$ cat config.mk
export PLATFORM = sky130hd
export DESIGN_NAME = video_bilinear_interp
export DESIGN_NICKNAME = d
export VERILOG_FILES = /design/src/rtl/video_bilinear_interp.sv
export SDC_FILE = /design/constraint.sdc
export NUM_CORES = 1
export LEC_CHECK = 0
export CAP_MARGIN = 15
export CORE_MARGIN = 3
export CORE_UTILIZATION = 52
export CTS_CLUSTER_SIZE = 28
export DETAILED_ROUTE_END_ITERATION = 10
export PLACE_DENSITY = 0.95
export SLEW_MARGIN = 10
export SYNTH_ARGS = -nofsm -noshare
export SYNTH_HDL_FRONTEND = slang
export SYNTH_SLANG_ARGS = --single-unit
$ cat constraint.sdc
create_clock -name clk -period 9.25 [get_ports clk]
set_input_delay 0.925 -clock clk [delete_from_list [all_inputs] [get_ports clk]]
set_output_delay 0.925 -clock clk [all_outputs]
set_load 0.03 [all_outputs]
$ cat src/rtl/video_bilinear_interp.sv
// Fetches a 2x2 source neighbourhood and bilinearly blends it to one pixel.
// Define VIDEO_BILINEAR_EN for bilinear; default build is nearest-neighbour.
module video_bilinear_interp #(
  parameter int          SRC_W    = 64,
  parameter int          SRC_H    = 64,
  parameter int          ADDR_W   = 12,
  parameter logic [7:0]  BG_PIXEL = 8'h00
) (
  input  logic              clk,
  input  logic              reset_n,
  input  logic              coord_valid,
  output logic              coord_ready,
  input  logic [31:0]       coord_x,
  input  logic [31:0]       coord_y,
  output logic              mem_rd,
  output logic [ADDR_W-1:0] mem_addr,
  input  logic [7:0]        mem_rdata,
  output logic              pix_valid,
  input  logic              pix_ready,
  output logic [7:0]        pix_out,
  output logic              busy
);

`ifdef VIDEO_BILINEAR_EN
  localparam int NFETCH = 4;
`else
  localparam int NFETCH = 1;
`endif

  localparam logic signed [15:0] XMAX = 16'(SRC_W - 1);
  localparam logic signed [15:0] YMAX = 16'(SRC_H - 1);
  localparam logic [ADDR_W-1:0]  W_A  = ADDR_W'(SRC_W);
  localparam logic [1:0]         CLST = 2'(NFETCH - 1);

  typedef enum logic [2:0] {
    S_IDLE,
    S_FETCH,
    S_WAIT,
    S_CALC,
    S_OUT
  } state_e;

  state_e            state_q;
  logic [15:0]       x0_q, y0_q;
  logic [15:0]       x1_q, y1_q;
  logic [7:0]        fx_q, fy_q;
  logic [1:0]        cnt_q;
  logic              cap_q;
  logic [1:0]        cap_idx_q;
  logic [7:0]        p_q [4];
  logic [7:0]        pix_q;
  logic [ADDR_W-1:0] addr_hold_q;

  logic signed [15:0] xi_w, yi_w;
  logic [15:0]        x1_w, y1_w;
  logic               in_rng_w;
  logic [15:0]        xs_w, ys_w;
  logic [ADDR_W-1:0]  addr_w;
  logic [7:0]         calc_w;

  assign xi_w     = coord_x[31:16];
  assign yi_w     = coord_y[31:16];
  assign in_rng_w = (xi_w >= 16'sd0) && (xi_w <= XMAX) &&
                    (yi_w >= 16'sd0) && (yi_w <= YMAX);
  assign x1_w     = (xi_w == XMAX) ? coord_x[31:16]
                                   : coord_x[31:16] + 16'd1;
  assign y1_w     = (yi_w == YMAX) ? coord_y[31:16]
                                   : coord_y[31:16] + 16'd1;

  always_comb begin
    xs_w = x0_q;
    ys_w = y0_q;
    case (cnt_q)
      2'd1: xs_w = x1_q;
      2'd2: ys_w = y1_q;
      2'd3: begin
        xs_w = x1_q;
        ys_w = y1_q;
      end
      default: ;
    endcase
  end

  assign addr_w = ADDR_W'(ys_w) * W_A + ADDR_W'(xs_w);

`ifdef VIDEO_BILINEAR_EN
  logic [31:0] fxw, fyw, ifx, ify;
  logic [31:0] top_w, bot_w, acc_w;
  logic        unused_w;

  assign fxw   = {24'd0, fx_q};
  assign fyw   = {24'd0, fy_q};
  assign ifx   = 32'd256 - fxw;
  assign ify   = 32'd256 - fyw;
  assign top_w = {24'd0, p_q[0]} * ifx + {24'd0, p_q[1]} * fxw;
  assign bot_w = {24'd0, p_q[2]} * ifx + {24'd0, p_q[3]} * fxw;
  assign acc_w = top_w * ify + bot_w * fyw + 32'd32768;
  assign calc_w = acc_w[23:16];
  assign unused_w = ^{acc_w[31:24], acc_w[15:0],
                      coord_x[7:0], coord_y[7:0]};
`else
  logic unused_w;

  assign calc_w   = p_q[0];
  assign unused_w = ^{p_q[1], p_q[2], p_q[3], fx_q, fy_q,
                      coord_x[15:0], coord_y[15:0]};
`endif

  assign coord_ready = (state_q == S_IDLE);
  assign busy        = (state_q != S_IDLE);
  assign pix_valid   = (state_q == S_OUT);
  assign pix_out     = pix_q;
  assign mem_rd      = (state_q == S_FETCH);
  assign mem_addr    = mem_rd ? addr_w : addr_hold_q;

  always_ff @(posedge clk or negedge reset_n) begin
    if (!reset_n) begin
      state_q     <= S_IDLE;
      x0_q        <= '0;
      y0_q        <= '0;
      x1_q        <= '0;
      y1_q        <= '0;
      fx_q        <= '0;
      fy_q        <= '0;
      cnt_q       <= '0;
      cap_q       <= 1'b0;
      cap_idx_q   <= '0;
      pix_q       <= '0;
      addr_hold_q <= '0;
      for (int i = 0; i < 4; i++) p_q[i] <= '0;
    end else begin
      // Read data lags the strobe by one cycle; tag it with its slot.
      cap_q     <= mem_rd;
      cap_idx_q <= cnt_q;
      if (cap_q) p_q[cap_idx_q] <= mem_rdata;
      case (state_q)
        S_IDLE: begin
          if (coord_valid) begin
            x0_q  <= coord_x[31:16];
            y0_q  <= coord_y[31:16];
            x1_q  <= x1_w;
            y1_q  <= y1_w;
            fx_q  <= coord_x[15:8];
            fy_q  <= coord_y[15:8];
            cnt_q <= '0;
            if (in_rng_w) begin
              state_q <= S_FETCH;
            end else begin
              pix_q   <= BG_PIXEL;
              state_q <= S_OUT;
            end
          end
        end
        S_FETCH: begin
          addr_hold_q <= addr_w;
          if (cnt_q == CLST) begin
            cnt_q   <= '0;
            state_q <= S_WAIT;
          end else begin
            cnt_q <= cnt_q + 2'd1;
          end
        end
        S_WAIT: state_q <= S_CALC;
        S_CALC: begin
          pix_q   <= calc_w;
          state_q <= S_OUT;
        end
        S_OUT: begin
          if (pix_ready) state_q <= S_IDLE;
        end
        default: state_q <= S_IDLE;
      endcase
    end
  end

endmodule

==> flow_metrics.tcl <==
set metrics [dict create \
    max_freq_mhz 193 \
    dr.pass1.iters 4 \
    grt_antenna_before_repair 0 \
    setup_viol 0 \
    die_area_um2 7990 \
    path_clk_slew_ns 0.08 \
    worstMarginPinSlew_ns 1.14 \
    numPortBuffers 67 \
    htree_levels 3 \
    synth_top_area_share_pct 49.8 \
    pwr_density_cell_nw_per_um2 172 \
    gp_congestion 0.812 \
    io-pin-count 100 \
    synth_seq_cells 72 \
    syn_nets 454 \
    netlist_instances 363 \
    cts_hold_buf 0 \
    peakVddDrop_uv 126 \
    hpwlAfterDp_um 5900 \
    crit_path_start_kind "flop" \
    area_growth_pct 25.8 \
    drt_iter0_markers 155 \
    holdWs_ns 0.451 \
    ys.flop_type "dfrtp_1" \
    rrSetupSlack_ns 5.97 \
    crit_start "cnt_q[0]" \
    routed_wl_um 8660 \
    worstPathArrival_ns 4.25 \
    cts_sinks 72 \
    hold_class "flop to flop" \
    synthArstFlopShare_pct 100 \
    diodes 0 \
    syn_area_per_cell_um2 9.96 \
    max_cap_viol_count 0 \
    power.leakage_uw 0.00213 \
    synth_edf_count 0 \
    yosysWarnings 0 \
    synth.area.top_cells "dfrtp_1, nand2_1, mux2_2" \
    fin_crit_sh_pct 56.0 \
    fin_tns_setup_ns 0 \
    crit_path_top_delay_cell "clkdlybuf4s50_1" \
    post_cts_resized 0 \
    via_count 2968 \
    period_needed_ns 5.18 \
    slew_headroom_pct 23.9 \
    cp_top_family "buffers and inverters" \
    synth_cell_type_count 48 \
    crit_path_end_kind "output pin" \
    final_common_cell "nand2_1" \
    min_from "cnt_q[0]" \
    syn_area_um2 3610 \
    worstSetupEndpoint "mem_addr[11]" \
    status "completed" \
    final_cell_mix "nand2_1, dfrtp_1, clkdlybuf4s50_1, nor2_1, mux2_2" \
    clock_latency_ns 0.36 \
    track_usage_pct 23.0 \
    synth_seq_area_share_pct 49.8 \
    drc 0 \
    via_per_inst 5.79 \
    crit_buf_inv 2 \
    layout.nets 522 \
    initial_core_util_pct 55.3 \
    fp-row-count 29 \
    grt_setup_unrepaired "false" \
    cts_buffers 9 \
    post-place-ws_ns 4.47 \
    reg2regPathDepth 9 \
    wl_per_cell_um 16.9 \
    cts_tree "done" \
    root_buffer "clkbuf_8" \
    timing.rr.end "addr_hold_q[11]" \
    final_antenna_net_count 0 \
    slowest_delay_ns 0.70 \
    cp_data_required_time_ns 8.33 \
    die-width_um 89.4 \
    core-area_um2 6530 \
    finalMaxSlewViolations 0 \
    cp_max_fo 6 \
    path_cells "inv_1, ha_1, nor2_1, mux2_2, ha_1, and3_1, a2111oi_0, xnor3_1, a21oi_1, clkdlybuf4s50_1" \
    yosysTopAreaCell "dfrtp_1" \
    grt_overflow_total 0 \
    cp.depth 10 \
    grt_pass1_wl_um 13800 \
    hold_viol 0 \
    path_class "flop to output pin" \
    drive_gt1_share_pct 11.9 \
    cpMostUsedCell "ha_1" \
    timing.rr.start "cnt_q[0]" \
    post-cts-setup-buffers 0 \
    worst_slack_ns 4.07 \
    grt_pass1_vias 2969 \
    fin_worst_skew_ns 0.00912 \
    grt_max_degree 73 \
    fp.dieH_um 89.4 \
    clock_path_buffers 2 \
]
-- worst min path at each step --
stage	cells past startpoint	to	slack (ns)
final	0	cap_idx_q[0]	0.45
after global routing	0	cap_idx_q[0]	0.49
after CTS	0	cap_idx_q[0]	0.45
after detailed placement	0	cap_idx_q[0]	0.44
after global placement	0	cap_idx_q[0]	0.43
after floorplan	0	cap_idx_q[0]	0.41
-- layout make-up --
cell class              instances  area [um^2]
clock buffers                  11          151
clock inverters                 5         55.1
fillers                       476         1980
inverters                       8         30.0
multi-input cells             269         1720
flip-flops and latches         72         1800
well taps                      77         96.3
repair buffers                 71          696
-- through the flow --
| stage | std cells | utilization (%) | total power, uW | area (um^2) |
|---|---|---|---|---|
| after global placement | 497 | 66.5 | 514 | 4340 |
| after global routing | 513 | 69.6 | 819 | 4550 |
| after CTS | 513 | 69.6 | 787 | 4550 |
| after detailed placement | 497 | 66.5 | 526 | 4340 |
| after floorplan | 363 | - | 464 | 3610 |
| final | 513 | 69.6 | 784 | 4550 |
-- synth_stat cells, types with 2 or more instances --
| library cell | count |
|---|---|
| a21o_1 | 3 |
| a21oi_1 | 11 |
| a31oi_1 | 7 |
| and2_1 | 3 |
| and3_1 | 6 |
| and4_1 | 2 |
| buf_1 | 2 |
| buf_2 | 2 |
| clkbuf_1 | 8 |
| dfrtp_1 | 72 |
| ha_1 | 14 |
| inv_1 | 8 |
| mux2_2 | 23 |
| mux2i_1 | 8 |
| nand2_1 | 86 |
| nand2b_1 | 2 |
| nand3_1 | 3 |
| nand4_1 | 5 |
| nor2_1 | 27 |
| nor3_1 | 3 |
| nor4_1 | 2 |
| o21ai_0 | 12 |
| o21ai_1 | 11 |
| o31ai_1 | 5 |
| or3_1 | 6 |
| or4_4 | 2 |
| xnor2_1 | 8 |
| xor2_1 | 2 |
-- per-layer routing --
metal  track usage (%)  part of all wire (%)  vias up
met2              39.4                    52       89
met4              11.2                   3.1        0
met3              5.44                   5.6       29
li1                  -                     -     1391
met1              27.1                    39     1459
met5                 0                     0        -
-- power breakdown --
group          internal, uW  switching (uW)
registers               348            20.4
clock network           138             121
logic                  72.5            83.8
total                   559             225
-- registers in the layout, indices dropped and copies added, names as in the netlist, 2 cells and up --
signal	count
addr_hold_q	12
calc_w	8
cap_idx_q	2
cnt_q	2
pix_out	8
state_q	3
x0_q	12
x1_q	12
y0_q	6
y1_q	6
-- kinds of logic after synthesis --
kind of cell	count (synthesis)	synth area share [%]
fa+ha+maj	15	5.40
simple gates	157	20.7
compound gates	55	9.00
flops	72	49.8
buf+inv	22	2.67
xor+xnor	11	3.05
mux	31	9.38
Power figures use the tool's default switching activity.
